==> config.mk <==
export PLATFORM = sky130hd
export DESIGN_NAME = cvsd_dec_flat
export DESIGN_NICKNAME = d
export VERILOG_FILES = /design/src/rtl/cvsd_dec_if.sv /design/src/rtl/cvsd_dec.sv /design/src/flat_wrapper.sv
export SDC_FILE = /design/constraint.sdc
export NUM_CORES = 1
export LEC_CHECK = 0
export CORE_UTILIZATION = 35
export CTS_CLUSTER_SIZE = 24
export DETAILED_ROUTE_END_ITERATION = 16
export GPL_ROUTABILITY_DRIVEN = 0
export GPL_TIMING_DRIVEN = 0
export HOLD_SLACK_MARGIN = 0.06
export PLACE_DENSITY_LB_ADDON = 0.1
export SLEW_MARGIN = 20
export SYNTH_ARGS = -nofsm -noshare
export SYNTH_HDL_FRONTEND = slang
export SYNTH_SLANG_ARGS = --single-unit
==> constraint.sdc <==
create_clock -name clk_10k -period 23.1 [get_ports clk_10k]
set_input_delay 4.62 -clock clk_10k [delete_from_list [all_inputs] [get_ports clk_10k]]
set_output_delay 4.62 -clock clk_10k [all_outputs]
set_load 0.01 [all_outputs]
==> src/rtl/cvsd_dec_if.sv <==
// CVSD decoder bus: received bit stream in, reconstructed samples and status out.
interface cvsd_dec_if;
   logic       bit_in;
   logic       bit_valid;
   logic [7:0] xp;
   logic [7:0] y;
   logic       out_valid;
   logic       flag;
   logic       overload;

   // Bit source / sample consumer side
   modport master (
      output bit_in,
      output bit_valid,
      input  xp,
      input  y,
      input  out_valid,
      input  flag,
      input  overload
   );

   // Decoder side
   modport slave (
      input  bit_in,
      input  bit_valid,
      output xp,
      output y,
      output out_valid,
      output flag,
      output overload
   );
endinterface

==> src/rtl/cvsd_dec.sv <==
// CVSD decoder: rebuilds the encoder's 8-bit staircase from the received bit
// stream, with a first-order IIR smoother and a slope-overload indicator.
module cvsd_dec #(
   parameter int unsigned beta      = 48,
   parameter int unsigned delta     = 1,
   parameter int unsigned step0     = 10,
   parameter int unsigned LPF_SHIFT = 2,
   parameter int unsigned OVL_TH    = 8
) (
   input  logic       clk_10k,
   input  logic       rst_n,
   cvsd_dec_if.slave  bus
);

   logic [7:0]        xp_q, xp_d;
   logic [7:0]        y_q, y_d;
   logic [7:0]        step_q, step_d;
   logic              h1_q, h2_q;
   logic [3:0]        run_q, run_d;
   logic              ovl_q, ovl_d;
   logic              vld_q;
   logic              flag;
   logic [15:0]       prod;
   logic [15:0]       quot;
   logic signed [8:0] diff;
   logic signed [8:0] diff_sh;

   // Run detect and next-state arithmetic for an accepted bit
   always_comb begin
      flag    = bus.bit_valid && (bus.bit_in == h1_q) && (bus.bit_in == h2_q);
      // Step decay: beta/50 with a truncating divide, then truncated to 8 bits
      prod    = 16'(beta) * {8'd0, step_q};
      quot    = prod / 16'd50;
      step_d  = 8'(quot + (flag ? 16'(delta) : 16'd0));
      // Staircase wraps modulo 256, same as the encoder
      xp_d    = bus.bit_in ? (xp_q + step_q) : (xp_q - step_q);
      // Both operands are non-negative, so the 9-bit signed difference is exact
      diff    = $signed({1'b0, xp_d}) - $signed({1'b0, y_q});
      diff_sh = diff >>> LPF_SHIFT;
      y_d     = 8'({1'b0, y_q} + $unsigned(diff_sh));
      if (!flag) begin
         run_d = 4'd0;
      end else if (run_q == 4'd15) begin
         run_d = 4'd15;
      end else begin
         run_d = run_q + 4'd1;
      end
      ovl_d   = (run_d >= 4'(OVL_TH));
   end

   // State update; everything except the valid strobe holds when no bit arrives
   always_ff @(posedge clk_10k or negedge rst_n) begin
      if (!rst_n) begin
         xp_q   <= 8'd128;
         y_q    <= 8'd128;
         step_q <= 8'(step0);
         h1_q   <= 1'b1;
         h2_q   <= 1'b0;
         run_q  <= 4'd0;
         ovl_q  <= 1'b0;
         vld_q  <= 1'b0;
      end else begin
         vld_q <= bus.bit_valid;
         if (bus.bit_valid) begin
            xp_q   <= xp_d;
            y_q    <= y_d;
            step_q <= step_d;
            h1_q   <= bus.bit_in;
            h2_q   <= h1_q;
            run_q  <= run_d;
            ovl_q  <= ovl_d;
         end
      end
   end

   // Output mapping
   always_comb begin
      bus.xp        = xp_q;
      bus.y         = y_q;
      bus.out_valid = vld_q;
      bus.flag      = flag;
      bus.overload  = ovl_q;
   end

endmodule

==> src/flat_wrapper.sv <==
// flat-port wrapper written by rule: the top's interface ports become plain ports
module cvsd_dec_flat 
#(
   parameter int unsigned beta      = 48,
   parameter int unsigned delta     = 1,
   parameter int unsigned step0     = 10,
   parameter int unsigned LPF_SHIFT = 2,
   parameter int unsigned OVL_TH    = 8
)
  (clk_10k, rst_n, bus_bit_in, bus_bit_valid, bus_xp, bus_y, bus_out_valid, bus_flag, bus_overload);
  cvsd_dec_if bus_i ();
  input  logic clk_10k;
  input  logic rst_n;
  input wire logic [$bits(bus_i.bit_in)-1:0] bus_bit_in;
  input wire logic [$bits(bus_i.bit_valid)-1:0] bus_bit_valid;
  output wire logic [$bits(bus_i.xp)-1:0] bus_xp;
  output wire logic [$bits(bus_i.y)-1:0] bus_y;
  output wire logic [$bits(bus_i.out_valid)-1:0] bus_out_valid;
  output wire logic [$bits(bus_i.flag)-1:0] bus_flag;
  output wire logic [$bits(bus_i.overload)-1:0] bus_overload;
  assign bus_i.bit_in = bus_bit_in;
  assign bus_i.bit_valid = bus_bit_valid;
  assign bus_xp = bus_i.xp;
  assign bus_y = bus_i.y;
  assign bus_out_valid = bus_i.out_valid;
  assign bus_flag = bus_i.flag;
  assign bus_overload = bus_i.overload;
  cvsd_dec #(.beta(beta), .delta(delta), .step0(step0), .LPF_SHIFT(LPF_SHIFT), .OVL_TH(OVL_TH)) u_core (.clk_10k(clk_10k), .rst_n(rst_n), .bus(bus_i));
endmodule
* After elaboration in Yosys (flattened, before gate mapping)
Index checks and enable logic that the tools add are counted.
** Word-level totals
- Flip-flop bits (word level) :: 32
- Bits of input ports :: 4
- Word-level logic and storage cells :: 26
** Operators by class
- Add/subtract/negate cells :: 6
- $mul :: 1
- Divide/modulo/power cells :: 1
- $lt $le $gt $ge :: 1
- Equal/unequal tests :: 3
- Muxes and demuxes :: 4
- Reduce and logical (&&, ||, !) cells :: 2
** Operator list (number)
- $add 8x8->8 :: 3
- $div 14x6->16 const B :: 1
- $mul 2x8->10 const A :: 1
- $sub 8x8->9 :: 1
- $mux 4 :: 2
- $mux 8 :: 1
- $sub 8x8->8 :: 1
- $add 4x1->4 const B :: 1
- $eq 4x4->1 const B :: 1
- $ge 4x4->1 const B :: 1
- $eq 1x1->1 :: 2
- $logic_and 1x1->1 :: 2
- $mux 1 :: 1

* Depth between registers and ports, before layout
Gate-level depths: netlist (run 1).
- Depth after elaboration :: 5
- Mapped depth :: 38
- Mapped depth without buffers :: 36

* Worst setup path before layout (run 1)
OpenSTA, ideal clock, no wires.
- Path kind :: in2out
- Start :: input bus_bit_in
- End :: output bus_flag
- Arrival :: 5.431 ns
- Data required time :: 18.480 ns
- Setup slack :: 13.049 ns
- Cell stages on the path :: 2
- Path buffers :: 0
- Cells stage by stage :: or3_1 > a21oi_1
** On the way
- Cells in the longest elaborated chain, start to end :: 3
- Elaborated cells between the ends (all ways) :: 4
- Classes of those cells :: eq/ne: 2; reduce/logical: 2
** Ends and longest elaborated chain
- start, declared :: line flat_wrapper.sv:14 : input wire logic [$bits(bus_i.bit_in)-1:0] bus_bit_in;
- $eq 1x1->1 :: line cvsd_dec.sv:30 : flag = bus.bit_valid && (bus.bit_in == h1_q) && (bus.bit_in == h2_q);
- $logic_and 1x1->1 :: line cvsd_dec.sv:30
- $logic_and 1x1->1 (*) :: line cvsd_dec.sv:30
- end, declared :: line flat_wrapper.sv:19 : output wire logic [$bits(bus_i.flag)-1:0] bus_flag;
Mark *: on every way between the ends. The rest lies on a longest branch, timed or not.

* Final worst setup path (run 1)
Same ends and word-level chain as after synthesis.

==> results.json, run 1 <==
{
  "status": "complete, no violations",
  "ctsHtreeMaxLevel": 2,
  "grt.total_usage": 0.179,
  "mostFrequentLayoutCell": "ha_1",
  "die_y_um": 116,
  "clockBufferDepth": 2,
  "drt_wl_total_um": 11300,
  "cpMostUsedCell": "clkdlybuf4s50_1",
  "async_flop_share": 1.00,
  "grt_max_degree": 20,
  "synth_edf_count": 0,
  "route.detailed.drc": 0,
  "design.die.area_um2": 13500,
  "setup_viol": 0,
  "r2r_cells": 36,
  "wl_per_cell_um": 15.2,
  "root_buffer": "clkbuf_16",
  "finalNetCount": 624,
  "avgSynthCellArea_um2": 8.42,
  "rows": 41,
  "setup_tns_ns": 0,
  "synth-warning-count": 0,
  "ctsHoldBuffers": 0,
  "ios": 23,
  "worstHoldStart": "u_core.bus.y[7]$_DFFE_PN1P_",
  "r2r-start": "u_core.step_q[0]$_DFFE_PN0P_",
  "postRouteAntennaNets": 0,
  "regArea_um2": 782,
  "cts_resized": 0,
  "hold_class": "flop to flop",
  "cp_data_required_time_ns": 18.48,
  "start_util": 0.359,
  "synth_cell_types": 93,
  "grt_pass1_wl_um": 19600,
  "vias_per_cell": 5.55,
  "diodes": 0,
  "period_needed_ns": 11.33,
  "cp_cell_sequence": "clkdlybuf4s50_1 -> clkbuf_1 -> nand3_1 -> a21oi_1 -> clkdlybuf4s50_1",
  "period_share": 0.490,
  "hold_ws_ns": 0.492,
  "crit_slowest_cell": "clkdlybuf4s50_1",
  "cts_tree": "done",
  "synthToLayoutAreaGrowth_pct": 13.5,
  "max_slew.worst_pin.slew_ns": 0.759,
  "min_to": "u_core.bus.y[7]$_DFFE_PN1P_",
  "core_um2": 12700,
  "antenna_found_initial": 0,
  "cap_violations": 0,
  "cts_inserted_buffers": 5,
  "insertion_delay_ns": 0.27,
  "drive_gt1_frac": 0.152,
  "synthesis.area_um2": 4550,
  "dieWidth_um": 116,
  "fmax_mhz": 88.3,
  "vias": 4129,
  "dr.pass1.iters": 5,
  "timing_hold_violations_final": 0,
  "netlist_instances": 541,
  "reg2reg_to": "u_core.step_q[6]$_DFFE_PN0P_",
  "ys_seq_area_frac": 0.172,
  "multi_input_area_um2": 3560,
  "grt_remaining_overflow": 0,
  "crit_path_end_kind": "output pin",
  "worstSetupStartpoint": "bus_bit_in",
  "port_buffers": 22,
  "clkSinkCount": 31,
  "r2r_slack_ns": 13.99,
  "cp_slowest_stage_delay_ns": 0.65,
  "clk_pin_slew_ns": 0.05,
  "grt_pass1_vias": 3994,
  "hold_depth": 1,
  "syn-num-nets": 594,
  "synth-seq-cells": 31,
  "arrival_ns": 6.71,
  "crit_fanout": 10,
  "final_cell_mix": "46 x ha_1, 42 x nor2_1, 39 x nand2_1",
  "ys.flop_type": "dfrtp_1",
  "slew_headroom": 0.492,
  "slew_viol_final": 0,
  "nFillCells": 1284,
  "path_class": "primary input to output pin",
  "skew_ns": 0.00310,
  "drt-initial-drc-count": 231,
  "rsz0062_at_grt": "false",
  "place_hpwl_um": 8820,
  "start_kind": "primary input",
  "cts_setup_buffers": 0
}
worst max path at each step:
stage | to | slack [ns] | cells after the start
finish | bus_flag | 11.77 | 5
global route | bus_flag | 11.58 | 5
CTS | bus_flag | 11.73 | 5
detailed placement | bus_flag | 11.73 | 5
global placement | bus_flag | 11.76 | 5
floorplan | bus_flag | 13.05 | 2
Yosys cell counts, types with 3 or more instances:
cell       n  area [µm²]
a211o_1    3        26.3
a211oi_1   3        22.5
a211oi_2   6        75.1
a21o_1     9        67.6
a21oi_1   36         180
a21oi_2    3        26.3
a31oi_1    5        31.3
a41oi_1    3        26.3
and2_1    10        62.6
and3_1     7        43.8
clkbuf_1   6        22.5
dfrtp_1   26         651
dfstp_2    5         131
fa_1       3        60.1
ha_1      46         576
inv_1     36         135
mux2_2    15         169
mux2i_1    6        60.1
nand2_1   39         146
nand2b_1   4        25.0
nand3_1   13        65.1
nand3b_1   3        22.5
nand4_1    5        31.3
nor2_1    42         158
nor2b_1    3        18.8
nor3_1    20         100
nor3b_1    4        30.0
o211ai_1   3        22.5
o211ai_2   6        75.1
o21a_1     8        60.1
o21ai_0   32         160
o21ai_1    9        45.0
o21bai_1   5        37.5
o31a_1     3        26.3
o31ai_1    6        45.0
o31ai_4    3        63.8
or3_1      3        18.8
xnor2_1   28         245
xor2_1     6        52.6
metrics by stage:
| stage | utilization | std cells | area, µm² | setup slack, ns |
|---|---|---|---|---|
| final | 0.408 | 744 | 5170 | 11.77 |
| after global routing | 0.408 | 744 | 5170 | 11.58 |
| after CTS | 0.408 | 744 | 5170 | 11.73 |
| after detailed placement | 0.396 | 736 | 5010 | 11.73 |
| after global placement | 0.394 | 735 | 4990 | 11.76 |
| after floorplan | - | 541 | 4550 | 13.05 |
kinds of logic after synthesis:
logic type | Yosys count | synth area share
DFF | 31 | 0.172
muxes | 23 | 0.0566
xor gates and xnor gates | 35 | 0.0690
and+or+nand+nor | 170 | 0.194
AOI/OAI and AO/OA | 183 | 0.322
buffers and inverters | 50 | 0.0473
adders and majority gates | 49 | 0.140
layer usage:
metal,vias to the layer above,global-route usage,part of all wire
met1,1966,0.252,0.51
li1,2081,-,-
met4,0,0.0342,0.0074
met5,-,0,0
met3,7,0.0152,0.024
met2,75,0.300,0.46
worst max-delay path: cells and delay by family:
family,cells,cell delay (ns)
buf+inv,3,1.50
compound gates,1,0.47
simple gates,1,0.12
state kept, by name, indices dropped and copies added (netlist names):
name / flops
u_core.bus.xp: 8
u_core.bus.y: 8
u_core.step_q: 8
u_core.bus.overload: 1
u_core.bus.out_valid: 1
u_core.run_q: 3
u_core.h1_q: 1
u_core.h2_q: 1
layout make-up:
type,instances,area share
Tap cell,172,0.0416
Timing Repair Buffer,23,0.0470
Buffer,13,0.0143
Clock buffer,8,0.0303
Multi-Input combinational cell,460,0.688
Inverter,37,0.0274
Sequential cell,31,0.151
Power of run 1 is not shown: default switching activity piles up to over one toggle a cycle in this logic, so the estimate is an artifact.
==> run 2: changes to the inputs <==
Clock period 23.1 ns to 11.7 ns, I/O delays scaled along.
==> results of run 2 <==
Same layout as run 1 (identical final DEF). Status: complete, no violations.
Among the figures that moved: setup slack after placement 11.73 ns -> 2.59 ns; setup slack after layout 11.77 ns -> 2.59 ns; start point of the critical path bus_bit_in -> u_core.step_q[0]$_DFFE_PN0P_; end point of the critical path bus_flag -> u_core.step_q[6]$_DFFE_PN0P_; register-to-register setup slack 13.99 ns -> 2.59 ns
Power of run 2 is left out for the same reason.
==> run 3: changes to the inputs <==
Clock period 11.7 ns to 7.4 ns, I/O delays scaled along.
==> run 3 against run 2 <==
Against the previous run: the run now ends with negative setup slack left; cell count is 6.5% higher; via count up 5.0%; register-to-register slack worse by 2.8 ns; maximum frequency rose by 20%; sequential share of layout area shrank 1.9 points; critical path depth is 1 higher; non-clock buffer count rose by 48; wire length increased by 9.4%; clock skew grew 0.0035 ns; setup slack got worse by 2.8 ns; critical path type unchanged.
==> results.json, run 3 (synthesis results as in run 1) <==
{
  "mostFrequentLayoutCell": "buf_4",
  "status": "finished with violations",
  "ctsHoldBuffers": 0,
  "grt_pass1_wl_um": 21200,
  "endpoint": "u_core.step_q[5]$_DFFE_PN0P_",
  "period_share": 1.03,
  "clk_pin_slew_ns": 0.05,
  "antenna_found_initial": 0,
  "hold_class": "flop to flop",
  "grt_remaining_overflow": 0,
  "insertion_delay_ns": 0.28,
  "root_buffer": "clkbuf_16",
  "r2r_cells": 37,
  "setup_ws_ns": -0.188,
  "max_slew.worst_pin.slew_ns": 0.978,
  "arrival_ns": 7.77,
  "place_inst": 736,
  "cts_inserted_buffers": 5,
  "diodes": 0,
  "ctsHtreeMaxLevel": 2,
  "synthToLayoutAreaGrowth_pct": 30.3,
  "regArea_um2": 785,
  "grt_pass1_vias": 4374,
  "clockBufferDepth": 2,
  "worstSetupStartpoint": "u_core.step_q[4]$_DFFE_PN0P_",
  "die_y_um": 116,
  "rows": 41,
  "design.die.area_um2": 13500,
  "skew_ns": 0.00663,
  "failed_checks": "negative setup slack",
  "port_buffers": 22,
  "cp_slowest_stage_delay_ns": 0.43,
  "postRouteAntennaNets": 0,
  "cp_data_required_time_ns": 7.58,
  "hold_depth": 1,
  "drt-initial-drc-count": 222,
  "vias_per_cell": 5.47,
  "drive_gt1_frac": 0.308,
  "ios": 23,
  "clkSinkCount": 31,
  "r2r-start": "u_core.step_q[4]$_DFFE_PN0P_",
  "dieWidth_um": 116,
  "nFillCells": 1284,
  "fmax_mhz": 132,
  "grt_max_degree": 22,
  "start_util": 0.359,
  "fin_cells": 792,
  "cts_tree": "done",
  "route.detailed.drc": 0,
  "grt.total_usage": 0.195,
  "cap_violations": 0,
  "core_um2": 12700,
  "crit_slowest_cell": "o311ai_4",
  "vias": 4335,
  "crit_fanout": 10,
  "timing_hold_violations_final": 0,
  "crit_path_end_kind": "flop",
  "start_kind": "flop",
  "dr.pass1.iters": 4,
  "slew_headroom": 0.346,
  "rsz0062_at_grt": "true",
  "slew_viol_final": 0,
  "path_class": "flop to flop",
  "period_needed_ns": 7.59,
  "finalNetCount": 672,
  "reg2reg_to": "u_core.step_q[5]$_DFFE_PN0P_",
  "hold_ws_ns": 0.497,
  "final_cell_mix": "51 x buf_4, 38 x nor2_1, 38 x ha_1",
  "r2r_slack_ns": -0.19,
  "drt_wl_total_um": 12400,
  "place_hpwl_um": 9050,
  "setup_viol": 6,
  "multi_input_area_um2": 3960,
  "wl_per_cell_um": 15.6
}
==> run 3: changes by cell type in the layout (fill, tap and decap cells not counted), sizes merged <==
| cell | change |
|---|---|
| buf | +49 |
| clkbuf | -4 |
| clkinv | +1 |
| clkinvlp | +3 |
| inv | -1 |
==> run 3: what timing repair did <==
item,in CTS,in global routing
setup buffers,41,8
setup endpoints to repair,8,8
resized for setup,56,17
pin swaps,29,13
==> run 3: metrics by stage <==
stage / setup TNS [ns] / utilization / instance area [µm²] / worst slack [ns]
finish: -0.535 / 0.468 / 5930 / -0.188
global route: -3.54 / 0.468 / 5930 / -0.619
CTS: -0.762 / 0.458 / 5810 / -0.230
detailed placement: -7.45 / 0.400 / 5060 / -1.19
global placement: -6.80 / 0.398 / 5040 / -1.12
floorplan: 0 / - / 4600 / 0.00297
==> run 3: worst min-delay path by stage <==
stage | startpoint | end | slack (ns)
finish | u_core.bus.y[7]$_DFFE_PN1P_ | u_core.bus.y[7]$_DFFE_PN1P_ | 0.50
global route | u_core.bus.y[7]$_DFFE_PN1P_ | u_core.bus.y[7]$_DFFE_PN1P_ | 0.51
CTS | u_core.bus.y[7]$_DFFE_PN1P_ | u_core.bus.y[7]$_DFFE_PN1P_ | 0.50
detailed placement | u_core.bus.y[7]$_DFFE_PN1P_ | u_core.bus.y[7]$_DFFE_PN1P_ | 0.49
global placement | u_core.bus.y[7]$_DFFE_PN1P_ | u_core.bus.y[7]$_DFFE_PN1P_ | 0.49
floorplan | u_core.step_q[3]$_DFFE_PN1P_ | u_core.step_q[3]$_DFFE_PN1P_ | 0.48
==> run 3: metal layers <==
layer,track usage,vias to the layer above,wire (µm)
met2,0.341,58,5870
met4,0.0248,0,70
met3,0.0162,8,221
li1,-,2166,-
met5,0,-,0
met1,0.266,2103,6200
==> run 3: critical path, delay by kind of cell (launching register included) <==
family,cells,cell delay (ns)
AND/OR/NAND/NOR,8,1.61
adder cells (fa/ha/maj),4,0.99
multiplexers,2,0.43
flip-flops,1,0.38
AO/OA/AOI/OAI,14,3.02
buffers and inverters,9,1.05
==> run 3: layout make-up <==
class                   count  area share
well taps                 172      0.0363
flip-flops and latches     31       0.132
clock buffers               5      0.0211
repair buffers             72       0.103
plain buffers              12      0.0129
multi-input cells         460       0.667
inverters                  37      0.0245
clock inverters             3     0.00337
Power of run 3 is left out for the same reason.
